File: src/rtl/multi_clk_gen_pkg.sv
// rtl/multi_clk_gen_pkg.sv - shared config type and validation for multi_clk_gen
package multi_clk_gen_pkg;

  localparam int DEF_CNT_W = 16;

  typedef struct packed {
    logic [DEF_CNT_W-1:0] period;
    logic [DEF_CNT_W-1:0] high;
    logic [DEF_CNT_W-1:0] phase;
  } clk_cfg_t;

  function automatic logic cfg_valid(input clk_cfg_t c);
    return (c.period >= DEF_CNT_W'(2)) && (c.high <= c.period) && (c.phase < c.period);
  endfunction

endpackage

File: src/rtl/multi_clk_gen_ch.sv
// rtl/multi_clk_gen_ch.sv - one divider channel: active/shadow config, counter, output flops
module multi_clk_gen_ch
  import multi_clk_gen_pkg::*;
#(
  parameter int DEF_PERIOD = 4,
  parameter int DEF_HIGH   = 2
) (
  input  logic     clk,
  input  logic     rst,
  input  logic     en,
  input  logic     we,
  input  logic     sync,
  input  clk_cfg_t wcfg,
  output logic     clk_out,
  output logic     tick,
  output logic     pend
);

  localparam int W = DEF_CNT_W;

  clk_cfg_t       act_q, act_d, shd_q, shd_d;
  logic           run_q, run_d, pend_q, pend_d;
  logic [W-1:0]   cnt_q, cnt_d;
  logic           clk_d, tick_d;

  always_comb begin
    act_d  = act_q;
    shd_d  = shd_q;
    pend_d = pend_q;
    run_d  = run_q;
    cnt_d  = cnt_q;
    if (!en) begin
      // Disable edge: a direct write wins, otherwise a pending shadow is flushed.
      run_d  = 1'b0;
      cnt_d  = '0;
      pend_d = 1'b0;
      if (we)          act_d = wcfg;
      else if (pend_q) act_d = shd_q;
    end else if (!run_q || sync) begin
      run_d  = 1'b1;
      pend_d = 1'b0;
      if (we)          act_d = wcfg;
      else if (pend_q) act_d = shd_q;
      cnt_d  = act_d.phase;
    end else begin
      if (we) begin
        shd_d  = wcfg;
        pend_d = 1'b1;
      end
      if (cnt_q >= act_q.period - W'(1)) begin
        cnt_d = '0;
        if (pend_d) begin
          act_d  = shd_d;
          pend_d = 1'b0;
        end
      end else begin
        cnt_d = cnt_q + W'(1);
      end
    end
    clk_d  = en && (cnt_d < act_d.high);
    tick_d = en && (cnt_d == '0);
  end

  always_ff @(posedge clk) begin
    if (rst) begin
      act_q   <= '{period: W'(DEF_PERIOD), high: W'(DEF_HIGH), phase: '0};
      shd_q   <= '{period: W'(DEF_PERIOD), high: W'(DEF_HIGH), phase: '0};
      run_q   <= 1'b0;
      pend_q  <= 1'b0;
      cnt_q   <= '0;
      clk_out <= 1'b0;
      tick    <= 1'b0;
    end else begin
      act_q   <= act_d;
      shd_q   <= shd_d;
      run_q   <= run_d;
      pend_q  <= pend_d;
      cnt_q   <= cnt_d;
      clk_out <= clk_d;
      tick    <= tick_d;
    end
  end

  assign pend = pend_q;

endmodule

File: src/rtl/multi_clk_gen.sv
// rtl/multi_clk_gen.sv - multi-channel programmable clock-enable generator (top)
module multi_clk_gen
  import multi_clk_gen_pkg::*;
#(
  parameter int NUM_CH     = 4,
  parameter int CNT_W      = DEF_CNT_W,
  parameter int DEF_PERIOD = 4,
  parameter int DEF_HIGH   = 2,
  localparam int CH_W      = (NUM_CH > 1) ? $clog2(NUM_CH) : 1
) (
  input  logic              CLK,
  input  logic              RST,
  input  logic              CFG_WE,
  input  logic [CH_W-1:0]   CFG_CH,
  input  logic [CNT_W-1:0]  CFG_PERIOD,
  input  logic [CNT_W-1:0]  CFG_HIGH,
  input  logic [CNT_W-1:0]  CFG_PHASE,
  input  logic [NUM_CH-1:0] CH_EN,
  input  logic              SYNC,
  output logic [NUM_CH-1:0] CLK_OUT,
  output logic [NUM_CH-1:0] TICK,
  output logic [NUM_CH-1:0] CFG_PEND,
  output logic              CFG_ERR
);

  clk_cfg_t wcfg;
  logic     ch_ok, legal;

  assign wcfg.period = CFG_PERIOD;
  assign wcfg.high   = CFG_HIGH;
  assign wcfg.phase  = CFG_PHASE;

  // Only a non-power-of-two channel count can address a missing channel.
  if (NUM_CH == (1 << CH_W)) begin : g_ch_full
    assign ch_ok = 1'b1;
  end else begin : g_ch_part
    assign ch_ok = ({1'b0, CFG_CH} < (CH_W + 1)'(NUM_CH));
  end

  assign legal = cfg_valid(wcfg) && ch_ok;

  always_ff @(posedge CLK) begin
    if (RST) CFG_ERR <= 1'b0;
    else     CFG_ERR <= CFG_WE && !legal;
  end

  for (genvar i = 0; i < NUM_CH; i++) begin : g_ch
    multi_clk_gen_ch #(
      .DEF_PERIOD(DEF_PERIOD),
      .DEF_HIGH  (DEF_HIGH)
    ) u_ch (
      .clk    (CLK),
      .rst    (RST),
      .en     (CH_EN[i]),
      .we     (CFG_WE && legal && (CFG_CH == CH_W'(i))),
      .sync   (SYNC),
      .wcfg   (wcfg),
      .clk_out(CLK_OUT[i]),
      .tick   (TICK[i]),
      .pend   (CFG_PEND[i])
    );
  end

endmodule

File: config.mk
export PLATFORM = sky130hd
export DESIGN_NAME = multi_clk_gen
export DESIGN_NICKNAME = d
export VERILOG_FILES = /design/src/rtl/multi_clk_gen_pkg.sv /design/src/rtl/multi_clk_gen_ch.sv /design/src/rtl/multi_clk_gen.sv
export SDC_FILE = /design/constraint.sdc
export NUM_CORES = 2
export LEC_CHECK = 0
export CAP_MARGIN = 20
export CORE_MARGIN = 4
export CORE_UTILIZATION = 65
export DETAILED_ROUTE_END_ITERATION = 6
export PLACE_DENSITY = 0.81
export RECOVER_POWER = 100
export SLEW_MARGIN = 20
export SYNTH_ARGS = -nofsm -noshare
export SYNTH_HDL_FRONTEND = slang
export SYNTH_SLANG_ARGS = --single-unit
export TNS_END_PERCENT = 10
File: constraint.sdc
create_clock -name CLK -period 10.5 [get_ports CLK]
set_clock_uncertainty 0.05 [all_clocks]
set_input_delay 2.1 -clock CLK [delete_from_list [all_inputs] [get_ports CLK]]
set_output_delay 2.1 -clock CLK [all_outputs]
set_load 0.02 [all_outputs]
==> impl_metrics.csv <==
group,metric,value,unit
sta,fin_crit,8.764,ns
critical_path,cp.arrival,9.24,ns
sta,slew_headroom,-294.8,%
floorplanning,rows,76,
grt,grt_usage,38.94,%
sta,fin_setup_tns,0,ns
critical_path,ff2ff_setup_slack,2.39,ns
floorplanning,die_height,217.4,um
yosys,async_flop_share,0,%
grt,grt_max_degree,203,
cts,clkTransAtPathRegs,0.07,ns
sta,finalSetupViolCount,0,
finish,multiInputGateArea,0.01770,sq mm
cts,cts_setup_buffers,0,
yosys,synth.most_common_cell,"nand2_1",
critical_path,crit_path_start_kind,"primary input",
sta,hold_viol,0,
grt,antenna_found_initial,3,
finish,final_cells,4302,
yosys,synth_area_leaders,"dfxtp_1 33%, nand2_1 8.3%, ha_1 7.2%",
cts,numCtsBuffers,49,
worst_hold_path,min_from,"g_ch[3].u_ch.shd_q[8]",
critical_path,crit_start,"CFG_PERIOD[14]",
yosys,yosysSeqAreaShare,32.66,%
finish,drive_gt1_share,4.925,%
sta,fmax,114.1,MHz
critical_path,cp_data_required_time,10.98,ns
detailed_routing,drc,0,
yosys,synth_edf_count,0,
detailed_routing,dr.pass1.iters,7,
floorplanning,start_util,66.02,%
detailed_routing,avgRoutedWirePerCell,22.21,um
floorplanning,die-area,0.04726,sq mm
cts,cts_repair_resize_count,0,
finish,seq_area,0.009310,sq mm
cts,cts_buffer_depth,3,
yosys,synth_area,0.02850,sq mm
detailed_routing,routed_wl,95.55,mm
cts,htreeDepth,2,
yosys,ys.flop_type,"dfxtp_1",
critical_path,critPathMaxFanout,87,
yosys,synth_top_area_share,32.66,%
finish,nFillCells,3579,
yosys,ys_ff_latch,465,
finish,final_util,71.80,%
yosys,yosysWarnings,0,
cts,cts_num_sinks,465,
critical_path,crit_type,"in -> reg",
placed_design,dp.final_hpwl,62.78,mm
critical_path,end_kind,"flip-flop",
sta,final.setup.worst_slack,1.736,ns
placed_design,dp.cells,4210,
floorplanning,die_x,217.4,um
pwr,p_total,4.375,mW
cts,cts_tree,"built",
yosys,syn_avg_cell_area,7.476,sq um
cts,cts-root-buf,"clkbuf_16",
pwr,leakage,11.26,nW
yosys,synthCells,3812,
sta,period_share,83.46,%
sta,slew_violations,516,
outcome,status,"complete, but fails checks",
sta,rsz0062_at_grt,"false",
finish,nNetsFinal,3898,
detailed_routing,ant_nets,0,
cts,hold_buffers,0,
grt,grt_pass1_wl,147.9,mm
grt,gr-total-overflow,0,
grt,grt_pass1_vias,26640,
yosys,syn_nets,4033,
placed_design,dpl_cell_area,0.02928,sq mm
yosys,synth_largest_area_cell,"dfxtp_1",
yosys,synth_cell_type_count,64,
sta,whs,0.4177,ns
detailed_routing,avgViaCountPerCell,6.651,
detailed_routing,via_count,28610,
cts,insertion_delay,0.61,ns
placed_design,port_buffers,70,
placed_design,pre_cts_ws,2.296,ns
worst_hold_path,hp-class,"reg -> reg",
sta,tightest_slew,5.922,ns
pwr,powerDensity,141.1,mW/mm^2
floorplanning,ios,71,
finish,final_cell_area,0.03100,sq mm
detailed_routing,drt_iter0_drc,3412,
floorplanning,coreArea,0.04317,sq mm
yosys,synth_commonest_cells,"633 x nand2_1, 539 x nor2_1, 465 x dfxtp_1, 400 x a21oi_1, 266 x clkbuf_1",
placed_design,gp_congestion,0.9525,
critical_path,r2r-start,"g_ch[3].u_ch.pend",
outcome,violations,"capacitance limit, slew limit",
finish,areaGrowthSynthToFinish,8.763,%
run,cap_violations,8,
pwr,peakVddDrop,131.9,uV
## registers in the layout, summed over array words and instances (netlist names)
signal,flops
g_ch.u_ch.act_q,192
g_ch.u_ch.shd_q,192
g_ch.u_ch.cnt_q,64
g_ch.u_ch.clk_out,4
g_ch.u_ch.pend,4
g_ch.u_ch.run_q,4
g_ch.u_ch.tick,4
CFG_ERR,1
## layer usage
| metal | GRT usage, % | up-vias | part of all wire (%) |
|---|---|---|---|
| li1 | - | 13170 | - |
| met1 | 52.73 | 13510 | 40 |
| met2 | 58.69 | 1601 | 42 |
| met3 | 8.671 | 331 | 11 |
| met4 | 19.53 | 6 | 6.1 |
| met5 | 0 | - | 0.043 |
## kinds of logic after synthesis
family	count (synthesis)	share of synthesized area [%]
AOI/OAI and AO/OA	1025	22.86
xor gates and xnor gates	110	3.380
buffers and inverters	393	5.400
and+or+nand+nor	1465	21.74
DFF	465	32.66
muxes	191	6.805
adders and majority gates	163	7.156
## worst max-delay path, stage by stage
cell	delay, ns
dlygate4sd3_1	0.80
inv_1	0.24
ha_1	0.39
nand4_1	0.14
nor4_1	0.44
a21boi_0	0.23
o31a_1	0.43
or3_1	1.55
buf_4	0.90
nand2_1	0.11
a31oi_1	0.19
a21oi_1	0.11
ha_1	0.31
a21o_1	0.17
a21oi_1	0.14
nor2b_1	0.06
o21ai_0	0.14
nand2b_1	0.07
a21oi_1	0.15
nor2b_1	0.05
o21ai_0	0.14
nand4b_1	0.12
a31oi_1	0.17
## cells in the final DEF (no fill, tap or decap), drive strengths merged, types with 19 or more instances in the layout
| cell | count |
|---|---|
| nor4 | 27 |
| mux2 | 19 |
| o22ai | 42 |
| o21ai | 59 |
| a21o | 27 |
| nor3 | 34 |
| nor2 | 539 |
| mux2i | 172 |
| a21oi | 401 |
| dfxtp | 465 |
| a211oi | 172 |
| clkbuf | 79 |
| xor2 | 47 |
| o211ai | 133 |
| nand4 | 38 |
| xnor2 | 63 |
| nand3 | 43 |
| nand2 | 633 |
| inv | 69 |
| buf | 63 |
| clkdlybuf4s50 | 59 |
| nor2b | 62 |
| o21a | 19 |
| a31oi | 83 |
| ha | 163 |
| nand2b | 23 |
## worst paths after layout
path / to / cells after the start
max reg2reg: g_ch[3].u_ch.clk_out / 13
max: g_ch[0].u_ch.clk_out / 23
min reg2reg: g_ch[3].u_ch.shd_q[8] / 2
min: g_ch[3].u_ch.shd_q[8] / 2
## power breakdown
group	switching, mW	internal [mW]
clock	0.761	1.17
combinational	0.377	0.212
sequential	0.0448	1.81
## layout make-up
class	instances	area share (%)
Clock buffer	73	4.771
Tap cell	585	2.361
Inverter	69	0.8356
Clock inverter	17	0.9526
Timing Repair Buffer	138	3.932
Multi-Input combinational cell	2954	57.10
Sequential cell	465	30.04
Antenna cell	1	0.008073
Note: power is estimated with default switching activity, not from simulation.
